===== src/rtl/kbd_matrix.sv =====
// kbd_matrix: PS/2 set-2 key strobes -> 8x8 key matrix with row-strobed
// column readback and an optional key event FIFO.
// Define KBD_EVENT_FIFO_EN to build the event FIFO; without it the
// ev_* outputs are tied off and ev_ack is ignored.
module kbd_matrix #(
    parameter int FIFO_AW = 3
) (
    input  logic        clk,
    input  logic        reset_n,
    input  logic [10:0] ps2_key,
    input  logic        clr,
    input  logic [7:0]  row_sel,
    output logic [7:0]  col_data,
    output logic        any_key,
    output logic        ev_valid,
    output logic [7:0]  ev_data,
    input  logic        ev_ack,
    output logic        ev_overflow
);

    logic        strobe_q;
    logic [63:0] mat_q, mat_d;
    logic        lshift_q, lshift_d, rshift_q, rshift_d;
    logic [7:0]  col_q, col_d;
    logic        any_q;
    logic        strobe, pressed, map_hit, is_lshift, is_rshift, push;
    logic [5:0]  map_rc;
    logic [63:0] mat_eff;
    logic [7:0]  ev_byte;

    assign strobe    = ps2_key[10] ^ strobe_q;
    assign pressed   = ps2_key[9];
    assign is_lshift = ({ps2_key[8], ps2_key[7:0]} == 9'h012);
    assign is_rshift = ({ps2_key[8], ps2_key[7:0]} == 9'h059);

    // Shift keys share r7c0; the table never maps another key there.
    assign mat_eff = mat_q | {7'd0, lshift_q | rshift_q, 56'd0};

    // Fixed scancode table: {E0, code} -> {row, col}.
    always_comb begin
        map_hit = 1'b1;
        map_rc  = 6'd0;
        case ({ps2_key[8], ps2_key[7:0]})
            9'h01C: map_rc = {3'd4, 3'd4};  // A
            9'h029: map_rc = {3'd1, 3'd6};  // space
            9'h05A: map_rc = {3'd1, 3'd0};  // enter
            9'h16B: map_rc = {3'd1, 3'd1};  // left
            9'h174: map_rc = {3'd1, 3'd4};  // right
            9'h076: map_rc = {3'd1, 3'd3};  // esc
            9'h175: map_rc = {3'd1, 3'd2};  // up
            9'h172: map_rc = {3'd1, 3'd5};  // down
            9'h066: map_rc = {3'd1, 3'd7};  // backspace
            9'h016: map_rc = {3'd0, 3'd0};  // 1
            9'h01E: map_rc = {3'd0, 3'd1};  // 2
            9'h026: map_rc = {3'd0, 3'd2};  // 3
            9'h025: map_rc = {3'd0, 3'd3};  // 4
            9'h00D: map_rc = {3'd0, 3'd7};  // tab
            9'h015: map_rc = {3'd2, 3'd0};  // Q
            9'h01D: map_rc = {3'd2, 3'd1};  // W
            9'h024: map_rc = {3'd2, 3'd2};  // E
            9'h02D: map_rc = {3'd2, 3'd3};  // R
            9'h02C: map_rc = {3'd2, 3'd4};  // T
            9'h035: map_rc = {3'd2, 3'd5};  // Y
            9'h03C: map_rc = {3'd2, 3'd6};  // U
            9'h043: map_rc = {3'd2, 3'd7};  // I
            9'h044: map_rc = {3'd3, 3'd0};  // O
            9'h04D: map_rc = {3'd3, 3'd1};  // P
            9'h01B: map_rc = {3'd4, 3'd5};  // S
            9'h023: map_rc = {3'd4, 3'd6};  // D
            9'h02B: map_rc = {3'd4, 3'd7};  // F
            default: map_hit = 1'b0;
        endcase
    end

    // Matrix next state and event generation; an event only when the
    // effective matrix bit actually flips. clr wins over any strobe.
    always_comb begin
        mat_d    = mat_q;
        lshift_d = lshift_q;
        rshift_d = rshift_q;
        push     = 1'b0;
        ev_byte  = 8'h00;
        if (strobe) begin
            if (map_hit) begin
                mat_d[map_rc] = pressed;
                push          = (mat_q[map_rc] != pressed);
                ev_byte       = {pressed, 1'b0, map_rc};
            end else if (is_lshift || is_rshift) begin
                if (is_lshift) lshift_d = pressed;
                else           rshift_d = pressed;
                push    = ((lshift_d | rshift_d) != (lshift_q | rshift_q));
                ev_byte = {lshift_d | rshift_d, 1'b0, 6'o70};
            end
        end
        if (clr) begin
            mat_d    = 64'd0;
            lshift_d = 1'b0;
            rshift_d = 1'b0;
            push     = 1'b0;
        end
    end

    // Column readback: OR of all selected rows.
    always_comb begin
        col_d = 8'h00;
        for (int r = 0; r < 8; r++) begin
            if (row_sel[r]) col_d = col_d | mat_eff[8*r +: 8];
        end
    end

    // Strobe copy, matrix and registered outputs.
    always_ff @(posedge clk or negedge reset_n) begin
        if (!reset_n) begin
            strobe_q <= 1'b0;
            mat_q    <= 64'd0;
            lshift_q <= 1'b0;
            rshift_q <= 1'b0;
            col_q    <= 8'h00;
            any_q    <= 1'b0;
        end else begin
            strobe_q <= ps2_key[10];
            mat_q    <= mat_d;
            lshift_q <= lshift_d;
            rshift_q <= rshift_d;
            if (clr) begin
                col_q <= 8'h00;
                any_q <= 1'b0;
            end else begin
                col_q <= col_d;
                any_q <= |mat_eff;
            end
        end
    end

    assign col_data = col_q;
    assign any_key  = any_q;

`ifdef KBD_EVENT_FIFO_EN
    localparam int DEPTH = 2 ** FIFO_AW;
    localparam int CNT_W = FIFO_AW + 1;

    logic [7:0]         mem_q [DEPTH];
    logic [FIFO_AW-1:0] wr_q, rd_q;
    logic [CNT_W-1:0]   cnt_q;
    logic               ovf_q;
    logic               pop, full, wr_en;

    assign pop   = ev_ack && (cnt_q != '0);
    assign full  = (cnt_q == CNT_W'(DEPTH));
    assign wr_en = push && (!full || pop);

    // FIFO pointers, occupancy and sticky overflow.
    always_ff @(posedge clk or negedge reset_n) begin
        if (!reset_n) begin
            wr_q  <= '0;
            rd_q  <= '0;
            cnt_q <= '0;
            ovf_q <= 1'b0;
        end else if (clr) begin
            wr_q  <= '0;
            rd_q  <= '0;
            cnt_q <= '0;
            ovf_q <= 1'b0;
        end else begin
            if (wr_en) wr_q <= wr_q + FIFO_AW'(1);
            if (pop)   rd_q <= rd_q + FIFO_AW'(1);
            if (wr_en && !pop)      cnt_q <= cnt_q + CNT_W'(1);
            else if (!wr_en && pop) cnt_q <= cnt_q - CNT_W'(1);
            if (push && full && !pop) ovf_q <= 1'b1;
        end
    end

    // Event storage; when full with a pop, the write reuses the head slot.
    always_ff @(posedge clk) begin
        if (wr_en) mem_q[wr_q] <= ev_byte;
    end

    assign ev_valid    = (cnt_q != '0);
    assign ev_data     = mem_q[rd_q];
    assign ev_overflow = ovf_q;
`else
    logic unused_ev;
    assign unused_ev   = ^{ev_ack, push, ev_byte};
    assign ev_valid    = 1'b0;
    assign ev_data     = 8'h00;
    assign ev_overflow = 1'b0;
`endif

endmodule


===== config.mk =====
export PLATFORM = sky130hd
export DESIGN_NAME = kbd_matrix
export DESIGN_NICKNAME = d
export VERILOG_FILES = /design/src/rtl/kbd_matrix.sv
export SDC_FILE = /design/constraint.sdc
export NUM_CORES = 1
export LEC_CHECK = 0
export BUFFER_PORTS_ARGS = -buffer_cell sky130_fd_sc_hd__buf_2
export CORE_AREA = 2 2 111 113
export CTS_CLUSTER_SIZE = 25
export DETAILED_ROUTE_END_ITERATION = 7
export DIE_AREA = 0 0 113 115
export SLEW_MARGIN = 20
export SYNTH_ARGS = -nofsm -noshare
export SYNTH_HDL_FRONTEND = slang
export SYNTH_SLANG_ARGS = --single-unit

===== constraint.sdc =====
create_clock -name clk -period 2.45 [get_ports clk]
set_input_delay 0.3675 -clock clk [delete_from_list [all_inputs] [get_ports clk]]
set_output_delay 0.3675 -clock clk [all_outputs]
set_load 0.05 [all_outputs]

# After elaboration in Yosys (flattened, before gate mapping)

Index checks and enable logic that the tools add are counted.

Bits in registers: 76
Output and inout port bits: 19
Logic and storage cells: 88

$lt $le $gt $ge: 2
Equality and inequality tests: 31
Mux-type cells: 28
Bitwise operators: 10
Reductions and logical operators: 11

Operators by type and width:

| kind                                                               | count |
|---|---|
| two-way mux 64 bit                                                 | 3 |
| one-hot mux 6 bit (26 select lines)                                | 1 |
| equality test 9 x 6 -> 1 bit (second input constant)               | 10 |
| two-way mux 8 bit                                                  | 9 |
| bitwise mux 64 bit                                                 | 1 |
| bitwise OR 64 x 57 -> 64 bit                                       | 1 |
| OR reduction 64 bit                                                | 1 |
| equality test 9 x 5 -> 1 bit (second input constant)               | 7 |
| equality test 9 x 7 -> 1 bit (second input constant)               | 7 |
| bitwise OR 8 bit                                                   | 7 |
| equality test 9 bit (second input constant)                        | 4 |
| OR reduction 27 bit                                                | 1 |
| two-way mux 1 bit                                                  | 13 |
| equality test 9 x 4 -> 1 bit (second input constant)               | 1 |
| AND reduction 4 bit                                                | 2 |
| nonzero test 2 bit                                                 | 4 |
| < comparator 6 x 7 -> 1 bit (second input constant)                | 1 |
| demux 1 bit (select 6 bit)                                         | 1 |
| greater-or-equal comparator 6 x 1 -> 1 bit (second input constant) | 1 |
| inequality test 2 bit (second input constant)                      | 2 |
| AND reduction 2 bit                                                | 1 |
| logical AND 1 bit                                                  | 1 |
| logical OR 1 bit                                                   | 1 |
| bitwise OR 1 bit                                                   | 1 |
| XOR 1 bit                                                          | 1 |

# Depth between registers and ports, before layout

Depth in word-level cells: 18
Gate-level depth with buffers: 10
Depth with buffers taken out: 7

# Least setup slack after synthesis

Ideal clock, no wire load.

Path kind: input to register
Start: in ps2_key[7]
End: reg mat_q[16]
Setup time: 0.079 ns
Arrival time: 2.179 ns
Required time: 2.371 ns
Slack: 0.192 ns
Stages on the path: 10
Cells stage by stage: buf_6 > or3_4 > nor4_2 > a31oi_2 > and2_4 > and3_4 > buf_6 > buf_6 > nand3_1 > mux2i_1

Longest elaborated chain between the ends: 10
Elaborated cells on any way between the ends: 41
Those cells by class: order compare (2); eq/ne (27); mux (8); reduce/logical (4)

Ends and longest elaborated chain:

| what                                                                                             | RTL line | RTL |
|---|---|---|
| from (decl)                                                                                      | 10       | `input logic [10:0] ps2_key,` |
| equality test 9 x 6 -> 1 bit, or another cell as far along                                       | 43       | `case ({ps2_key[8], ps2_key[7:0]})` |
| one-hot mux 6 bit (26 select lines)                                                              | 43       |  |
| < comparator 6 x 7 -> 1 bit / greater-or-equal comparator 6 x 1 -> 1 bit (equally long branches) | --       |  |
| logical AND 1 bit (not written as such)                                                          | 85       | `mat_d[map_rc] = pressed;` |
| two-way mux 1 bit (not written as such)                                                          | 85       |  |
| demux 1 bit (select 6 bit)                                                                       | 85       |  |
| bitwise mux 64 bit                                                                               | 85       |  |
| two-way mux 64 bit                                                                               | 84       | `if (map_hit) begin` |
| two-way mux 64 bit                                                                               | 83       | `if (strobe) begin` |
| two-way mux 64 bit                                                                               | 95       | `if (clr) begin` |
| to (signal assigned)                                                                             | 122      | `mat_q <= mat_d;` |
| to (decl)                                                                                        | 22       | `logic [63:0] mat_q, mat_d;` |

Several ways; a longest one is shown, not always the timed one. The select of a mux whose other input is x is not followed.
A chain may end at the register's enable or synchronous reset.

# Worst setup path after layout

Start: in ps2_key[1]
End: reg mat_q[18]

Same word-level chain as after synthesis.

==> impl_results.md <==
* DP HPWL at 8430 um
* F_max at 469 MHz
* Clock Latency Late Sink at 320 ps
* First DRT Iteration DRCs at 345
* CP top delay family: compound AO/OA/AOI/OAI gates
* WP data required at 2620 ps
* Int Power at 2350 uW
* Design Area, Final at 5330 um^2
* Drt first pass iters at 7
* Filler instances at 1,121
* Violated checks: design-rule violations
* CTS tree: yes
* Critical Path AT at 2300 ps
* DR WL met3 at 803 um
* Post-route minimum period at 2130 ps
* Worst slew pin tran at 708 ps
* Bufs and invs on worst path at 1
* GR Overflow Total at 0
* Status: finished, violations left
* Final setup viols at 0
* Slowest CP cell: or4b_1
* Post-Synth Adder-Cell Area at 0%
* Antenna-violating nets left at 0
* Vias in the first global route at 3,644
* Max layer used: met4
* Biggest cell delay along the critical path at 480 ps
* Max Clock Skew at 6.44 ps
* Final core utilization at 45.1%
* # Post-CTS Setup Buffers at 0
* Largest net degree at the start of global routing at 76
* Total CTS buffers at 9
* Layout net count at 510
* Sequential group share of total power at 41.0%
* Crit end category: register
* Largest family of logic cells by synthesized area: simple AND/OR/NAND/NOR gates
* Initial antenna violation count at 0
* CP Class: in2reg
* Die Area at 13,000 um^2
* Pwr/cell area at 576 nW/um^2
* Antenna cells at 0
* Register area share after synthesis at 42.1%
* Synth-to-Final Area Change at 18.0%
* Simple-gate portion of the synthesized area at 27.6%
* Site Rows at 40
* Synth warn at 0
* Yosys reg bits at 76
* Overall routing resource usage at 18.3%
* Met2 wire length at 5270 um
* Setup TNS Final at 0 ps
* Vias at 3,640
* First-pass GRT wire length at 19,000 um
* Switching power share of the total at 23.4%
* Cell count after placement at 623
* Final critical-path share of the clock period at 87.0%
* CP Launch Type: primary input
* CTS Root Cell: clkbuf_16
* Routability Congestion at 0.909
* Avg Inst Size Synth at 10.3 um^2
* Net switching power at 719 uW
* Unrepaired setup endpoints after global routing: false
* Max Slew Vio Count at 0
* Share of cells above drive strength 1 at 28.3%
* Post-synthesis cell type count at 75
* Clock power share at 48.5%
* CP max FO at 11
* HP Class: in2async
* Die X at 113 um
* Synth Area in Compound Gates at 17.5%
* Via/cell ratio at 5.71
* # hold bufs at CTS at 0
* CTS H-tree lvls at 3
* Most frequent cells in the layout: dfrtp_1, nor2b_1, buf_4
* Commonest register cell after synthesis: dfrtp_1
* Ys async rst share at 100%
* CTS sink cnt at 76
* Max clock buf depth at 2
* Mux share of post-synthesis cell area at 4.24%
* Most common cell after layout, fill and taps aside: dfrtp_1
* DRC at 4
* Max VDD drop at 372 uV
* Clock slew at reported path FFs at 60 ps
* Comb pwr share at 10.5%
* Resize count post-CTS at 0
* Slew margin rel. at 52.8%
* Met1 WL at 5250 um
* Cell Area, Synth at 4520 um^2
* EDFF count, synth at 0
* Port bufs at 30
* Final Hold Fails at 0
* DP Area at 4990 um^2
* Mapped Cells at 438
* P_leak at 0.00233 uW
* DR WL/cell at 18.0 um
* Xor/xnor share of the synthesized area at 0.969%
* Core Box Area at 11,800 um^2
* Die H at 115 um
* Initial Utilization at 38.3%
* Worst path cell trace: buf_2, or4b_1, a211oi_1, a41oi_1, o221a_2, a211oi_2, nand3_2, mux2i_1
* Max-Cap Viols at 0
* Final WL at 11,500 um
* Non-Filler Instances at 638
* IO Count at 42
[cells by family (layout without fill, tap and decap cells)]
family | count (synthesis) | count (layout)
buffers and inverters | 56 | 100
and+or+nand+nor | 189 | 189
AOI/OAI and AO/OA | 92 | 92
xor gates and xnor gates | 5 | 5
other | 1 | 10
DFF | 76 | 76
muxes | 19 | 19
[worst paths after layout]
kind	from	endpoint	slack, ps	cells past startpoint
worst max register to register	mat_q[16]	any_key	610	4
worst max-delay path	ps2_key[1]	mat_q[18]	320	8
worst min-delay path	reset_n	mat_q[62]	10	1
max in group asynchronous	reset_n	mat_q[33]	1870	2
min in group clk	ps2_key[10]	strobe_q	190	1
worst min register to register	mat_q[56]	mat_q[56]	510	1
[synthesized netlist by cell type (3+ instances only)]
master    number  area (um^2)
a21bo_2        6         60.1
a21oi_1       13         65.1
a22oi_1       31          233
a31o_2         5         43.8
a41oi_1       10         87.6
buf_1          4         15.0
buf_2          4         20.0
buf_4         18          135
buf_6          5         56.3
clkbuf_1      15         56.3
dfrtp_1       76         1900
inv_1          9         33.8
mux2i_1       18          180
nand2_1       14         52.6
nand2b_1      30          188
nand3_1       13         65.1
nand3_2        7         70.1
nand4_1       13         81.3
nand4_2        3         37.5
nor2_1        11         41.3
nor2b_1       43          269
nor3_1         7         35.0
nor3b_1        3         22.5
nor4_1        16          100
or4_1          3         22.5
xnor2_1        4         35.0
[layer usage]
metal,up-vias,track usage (%)
li1,1699,-
met1,1765,26.8
met2,157,28.2
met3,19,3.27
met4,0,4.72
met5,-,0
[registers in the layout (all words and copies together), names as in the netlist]
| register | count |
|---|---|
| any_key | 1 |
| strobe_q | 1 |
| mat_q | 64 |
| rshift_q | 1 |
| lshift_q | 1 |
| col_data | 8 |
[final cells by class]
cell class	count	area, um^2	area share [%]
Inverter	9	33.8	0.634
Timing Repair Buffer	76	561	10.5
Sequential cell	76	1900	35.7
Clock inverter	6	111	2.09
Clock buffer	9	225	4.23
Multi-Input combinational cell	315	2310	43.4
Tap cell	147	184	3.45
[power groups by stage]
stage               Sequential [uW]  Clock [uW]  Combinational, uW
floorplan                      1280           0                220
global route                   1260        1570                351
CTS                            1260        1510                322
finish                         1260        1490                323
global placement               1280           0                320
detailed placement             1280           0                321
[through the flow]
stage          total power (uW)  setup WS (ps)  hold WS, ps
5_1_grt                    3180            218         44.2
3_5_place_dp               1600           29.3          371
6_report                   3070            318         10.0
2_1_floorplan              1500            192         71.9
3_3_place_gp               1600           17.5          366
4_1_cts                    3090            363         21.7
No activity file was read; power rests on OpenSTA's default activity.
